==> src/rtl/seq_detector_display.sv <==
// seq_detector_display: serial pattern detector with a BCD match counter and a
// multiplexed four-digit seven-segment driver, all on one clock.
module seq_detector_display #(
  parameter int                 SEQ_LEN  = 4,
  parameter logic [SEQ_LEN-1:0] PATTERN  = 4'b1011,
  parameter bit                 OVERLAP  = 1'b1,
  parameter int                 SCAN_DIV = 100000
) (
  input  logic        clk,
  input  logic        rst,
  input  logic        din,
  input  logic        din_valid,
  input  logic        clr_cnt,
  output logic        match,
  output logic [15:0] match_count,
  output logic [6:0]  seven_seg,
  output logic [3:0]  seven_enable
);

  localparam int                FILL_W    = $clog2(SEQ_LEN + 1);
  localparam logic [FILL_W-1:0] FILL_FULL = FILL_W'(SEQ_LEN);
  localparam int                SCAN_W    = $clog2(SCAN_DIV);
  localparam logic [SCAN_W-1:0] SCAN_LAST = SCAN_W'(SCAN_DIV - 1);

  // BCD increment of the four-digit count; 9999 wraps to 0000.
  function automatic logic [15:0] bcd_inc(input logic [15:0] value);
    logic [15:0] result;
    logic        carry;
    result = value;
    carry  = 1'b1;
    for (int i = 0; i < 4; i++) begin
      if (carry) begin
        if (value[4*i +: 4] == 4'd9) begin
          result[4*i +: 4] = 4'd0;
        end else begin
          result[4*i +: 4] = value[4*i +: 4] + 4'd1;
          carry            = 1'b0;
        end
      end
    end
    return result;
  endfunction

  // Active-low segment pattern {G..A}; non-BCD nibbles blank the digit.
  function automatic logic [6:0] seg_decode(input logic [3:0] nibble);
    logic [6:0] seg;
    case (nibble)
      4'd0:    seg = 7'b1000000;
      4'd1:    seg = 7'b1111001;
      4'd2:    seg = 7'b0100100;
      4'd3:    seg = 7'b0110000;
      4'd4:    seg = 7'b0011001;
      4'd5:    seg = 7'b0010010;
      4'd6:    seg = 7'b0000010;
      4'd7:    seg = 7'b1111000;
      4'd8:    seg = 7'b0000000;
      4'd9:    seg = 7'b0010000;
      default: seg = 7'b1111111;
    endcase
    return seg;
  endfunction

  logic [SEQ_LEN-1:0] history;
  logic [FILL_W-1:0]  fill;
  logic [SEQ_LEN:0]   shifted;
  logic [SEQ_LEN-1:0] history_next;
  logic [FILL_W-1:0]  fill_next;
  logic               hit;

  logic [SCAN_W-1:0]  scan_cnt;
  logic [1:0]         digit;
  logic [1:0]         digit_next;

  // Next history/fill for an accepted bit and whether it completes the pattern.
  always_comb begin
    shifted      = {history, din};
    history_next = shifted[SEQ_LEN-1:0];
    fill_next    = (fill == FILL_FULL) ? fill : fill + FILL_W'(1);
    hit          = (history_next == PATTERN) && (fill_next == FILL_FULL);
    digit_next   = digit + 2'd1;
  end

  // Detector: shift in accepted bits, pulse match, restart fill when non-overlapping.
  always_ff @(posedge clk or negedge rst) begin
    if (!rst) begin
      history <= '0;
      fill    <= '0;
      match   <= 1'b0;
    end else if (din_valid) begin
      history <= history_next;
      fill    <= (hit && !OVERLAP) ? '0 : fill_next;
      match   <= hit;
    end else begin
      match   <= 1'b0;
    end
  end

  // Match counter: clear has priority over the increment from a match pulse.
  always_ff @(posedge clk or negedge rst) begin
    if (!rst) begin
      match_count <= 16'h0000;
    end else if (clr_cnt) begin
      match_count <= 16'h0000;
    end else if (match) begin
      match_count <= bcd_inc(match_count);
    end
  end

  // Display scan: enable and segments advance together on the terminal count.
  always_ff @(posedge clk or negedge rst) begin
    if (!rst) begin
      scan_cnt     <= '0;
      digit        <= 2'd0;
      seven_enable <= 4'b1110;
      seven_seg    <= 7'b1000000;
    end else if (scan_cnt == SCAN_LAST) begin
      scan_cnt     <= '0;
      digit        <= digit_next;
      seven_enable <= ~(4'b0001 << digit_next);
      seven_seg    <= seg_decode(match_count[{digit_next, 2'b00} +: 4]);
    end else begin
      scan_cnt     <= scan_cnt + SCAN_W'(1);
    end
  end

endmodule

==> config.mk <==
export PLATFORM = sky130hd
export DESIGN_NAME = seq_detector_display
export DESIGN_NICKNAME = d
export VERILOG_FILES = /design/src/rtl/seq_detector_display.sv
export SDC_FILE = /design/constraint.sdc
export NUM_CORES = 1
export LEC_CHECK = 0
export BUFFER_PORTS_ARGS = -buffer_cell sky130_fd_sc_hd__buf_2
export CAP_MARGIN = 40
export CORE_AREA = 8 8 101 103
export DETAILED_ROUTE_END_ITERATION = 10
export DIE_AREA = 0 0 109 111
export PLACE_DENSITY = 0.59
export SETUP_SLACK_MARGIN = 0.5
export SLEW_MARGIN = 25
export SYNTH_ARGS = -nofsm -noshare
export SYNTH_HDL_FRONTEND = slang
export SYNTH_SLANG_ARGS = --single-unit
export TNS_END_PERCENT = 50
==> constraint.sdc <==
create_clock -name clk -period 4.78 [get_ports clk]
set_input_delay 0.239 -clock clk [delete_from_list [all_inputs] [get_ports clk]]
set_output_delay 0.239 -clock clk [all_outputs]
set_load 0.01 [all_outputs]
Word-level counts from Yosys, hierarchy flattened
Memories as Yosys holds them, arrays and structs flattened. A register that Yosys moved wholly into a read port is not among the register bits.
Cells that the tools add are included.
Cells by class
  add/sub/neg operators: 7
  equal/unequal tests: 8
  shifts and indexed selects: 2
  mux-type cells: 23
  bitwise logic cells: 1
  reductions and logical operators: 9
Operator list (count)
  $mux W16: 2
  $mux W4: 7
  $eq A4 B4 Y1 const B: 5
  $add A17 B1 Y17 const B: 1
  $eq A17 B17 Y1 const B: 1
  $mux W17: 1
  $add A4 B1 Y4 const B: 4
  $shiftx A16 B5 Y4: 1
  $mux W1: 12
  $reduce_bool A2 Y1: 4
  $eq A3 B3 Y1 const B: 2
  $reduce_and A2 Y1: 3
  $not A4 Y4: 1
  $shl A1 B2 Y4 const A: 1
  $add A3 B1 Y3 const B: 1
  $mux W3: 1
  $add A2 B1 Y2 const B: 1
  $logic_and A1 B1 Y1: 1
  $logic_not A1 Y1: 1
Storage, ports and cells
  register bits after elaboration: 46
  bits in read-only memories: 112
  bits of input ports: 5
  output and inout bits: 28
  word-level logic and storage cells: 61
  memories kept: 1
Memory list
  (no name shown): words 16, width 7, read ports 1, clocked after memory_dff 1, write ports 0, line 47  | case (nibble)

Longest topological paths before layout
  word-level depth: 13
  gate-level depth with buffers: 9
  depth with buffers taken out: 8

Worst setup path after synthesis
Ideal clock, no wire load.
  path type: register -> register
  start point: register digit[0]
  end point: register seven_seg[0]
  library setup time: 0.121 ns
  arrival: 2.046 ns
  data required time: 4.659 ns
  path slack: 2.613 ns
  stages on the path, launching flop included: 10
  buffers on the path: 1
  period minus slack after synthesis: 2.167 ns
  cell sequence: dfrtp_1 > buf_6 > inv_1 > ha_1 > mux4_1 > inv_1 > ha_1 > and2_1 > a211o_1 > a22o_1
Between the ends
  longest elaborated chain between the ends: 2
RTL lines
  start, declared: line 71  | logic [1:0] digit;
  start signal, assigned: line 118  | digit <= digit_next;
  $add A2 B1 Y2: line 80  | digit_next = digit + 2'd1;
  via digit_next[0]: line 72  | logic [1:0] digit_next;
  $shiftx A16 B5 Y4: line 120  | seven_seg <= seg_decode(match_count[{digit_next, 2'b00} +: 4]);
  end, declared: line 16  | output logic [6:0] seven_seg,
The timed path passes the listed nets, and every way through them passes these cells.
A chain may end at the register's enable or synchronous reset.

Final worst setup path
Ends and elaborated chain as after synthesis.

==> results.cfg <==
[logic_synthesis]
synth_cell_type_count = 57
syn_inst = 287
ys_seq_elements = 53
async_flop_share_pct = 100
ys_seq_area_share_pct = 45.4
yosys_warnings = 0
syn_area_mm2 = 0.00294
synth_edf_count = 0
syn_avg_cell_area_um2 = 10.2
synth_nets = 310
ys.flop_type = dfrtp_1

[global_routing]
antenna_found_initial = 0
use_met1_pct = 14.8
grt_use_met3_pct = 2.33
grt_pass1_wl_mm = 10.4
grt_max_degree = 54
grt.overflow.total = 0
grt_usage_pct = 10.4
grt_util_met2_pct = 15.4
grt_most_used_layer = met2
grt_pass1_vias = 2117

[place]
port_buffers = 32
gp_congestion = 0.765
dp_hpwl_mm = 4.30

[setup_path]
crit_start = digit[0]
reg2reg_to = seven_seg[0]
cp-end-kind = register
r2r_start = digit[0]
worstRegToRegCells = 8
cp.required_ns = 4.98
rrSetupSlack_ns = 2.37
cp.arrival_ns = 2.61
startpoint_type = register
crit_type = register to register
path_max_fanout = 8

[floorplanning]
dieArea_mm2 = 0.0121
rows = 34
core_area_mm2 = 0.00855
die_w_um = 109
die_h_um = 111
ioPinCount = 33
initial_core_util_pct = 34.3

[sta]
fin_crit_ns = 2.41
rsz0062_at_grt = no
fmax_mhz = 415
worst_pin_slew_ns = 0.720
hold_violations = 0
max_slew_margin_pct = 51.8
fin_tns_setup_ns = 0
fin_crit_sh_pct = 50.4
setup_viol = 0
drv_slew = 0
finalClockSkew_ns = 0.00600

[status]
outcome = finished, final reports clean

[clocking]
ctsHoldBuffers = 0
post-cts-setup-buffer-count = 0
insertion_delay_ns = 0.30
cts_tree = yes
htree_levels = 2
path_clk_slew_ns = 0.09
cts_root_buf = clkbuf_8
cts_buffers = 5
cts.sinks = 53
clock_path_buffers = 2
post_cts_resized = 0

[hold_path]
worstHoldPathType = primary input to asynchronous set/reset pin

[flow_run]
maxCapViolations = 0

[route]
viasPerCell = 5.01
wl_per_cell_um = 14.1
wirelength_mm = 5.94
drtIter0Drc = 37
dr.pass1.iters = 4
drc = 0
vias = 2114
postRouteAntennaNets = 0

[pwr]
p_per_area_mw_per_mm2 = 299
fin_total_pwr_mw = 0.978
power_leakage_nw = 1.48
ir_drop_uv = 164

[layout]
final_cell_mix = dfrtp_1, buf_2, nand2_1
multi_input_area_mm2 = 0.00148
antenna_cells = 0
final_common_cell = dfrtp_1
layout-drive-gt1-share_pct = 19.7
area_growth_syn_to_layout_pct = 11.5
fill_cells = 856
ff_latch_area_mm2 = 0.00133
layout.nets = 337
-- per-stage QoR --
step                std cells  hold WS, ns  cell area, um^2  setup WS [ns]  util (%)
floorplan                 287      -0.0566             2940           2.61         -
detailed placement        415        0.417             3160           2.38      37.0
global route              422        0.125             3270           2.20      38.3
global placement          415        0.412             3160           2.47      37.0
CTS                       422       0.0874             3270           2.36      38.2
finish                    422       0.0432             3270           2.37      38.3
-- worst max-delay path, stage by stage, from the launching register on --
cell	delay [ns]
dfrtp_1	0.55
inv_1	0.12
ha_1	0.38
mux4_1	0.38
inv_1	0.12
ha_1	0.20
and2_1	0.13
a211o_1	0.26
a22o_1	0.17
-- cell usage after synthesis (3+ instances only) --
cell      instances  area share [%]
buf_2             4            0.68
o21ai_0          22             3.8
mux2_2            5             1.9
nand3_1           9             1.5
or2_2             3            0.64
inv_1            14             1.8
and2_1            3            0.64
dfstp_2           4             3.6
nor3_1            9             1.5
xnor2_1          13             3.9
nand2b_1          4            0.85
or3_1             4            0.85
dfrtp_1          49              42
nand4_1           4            0.85
mux4_1            3             2.7
nor2b_1           3            0.64
a22o_1            3            0.90
a21oi_1          13             2.2
clkbuf_1          5            0.64
ha_1             18             7.7
xor2_1            4             1.2
nor2_1           19             2.4
nand2_1          27             3.5
and3b_1           3            0.90
-- cell type report --
cell class,count,share of cell area [%]
Multi-Input combinational cell,207,45.3
Sequential cell,53,40.7
Timing Repair Buffer,33,5.12
Tap cell,108,4.13
Clock buffer,5,2.10
Inverter,14,1.61
Clock inverter,2,1.07
-- power by group --
group	leakage, nW	switching, mW	internal, mW
Clock	0.0540	0.143	0.152
Sequential	0.691	0.0358	0.477
Combinational	0.738	0.0905	0.0796
-- registers in the layout (all words and copies together) (netlist names) --
| signal | flops |
|---|---|
| scan_cnt | 17 |
| seven_enable | 4 |
| history | 3 |
| seven_seg | 7 |
| match_count | 16 |
| match | 1 |
| digit | 2 |
| fill | 3 |
-- logic make-up after synthesis --
group | after synthesis | share of synthesized area (%)
adder cells (fa/ha/maj) | 18 | 7.67
AO/OA/AOI/OAI | 55 | 11.4
multiplexers | 10 | 5.71
XOR/XNOR | 17 | 5.07
buffers and inverters | 27 | 4.39
flip-flops | 53 | 45.4
AND/OR/NAND/NOR | 107 | 20.4
-- per-layer routing --
layer  wire length, um  part of all wire [%]
met1              3070                    52
met2              2640                    44
met3               173                   2.9
met4                63                   1.1
met5                 0                     0
-- how the worst max path moves through the flow --
| stage | slack [ns] | depth (start not counted) | endpoint |
|---|---|---|---|
| 3_3_place_gp | 2.47 | 8 | seven_seg[0] |
| 3_5_place_dp | 2.38 | 8 | seven_seg[0] |
| 6_report | 2.37 | 8 | seven_seg[0] |
| 2_1_floorplan | 2.61 | 9 | seven_seg[0] |
| 4_1_cts | 2.36 | 8 | seven_seg[0] |
| 5_1_grt | 2.20 | 8 | seven_seg[0] |
Power figures use the tool's default switching activity.
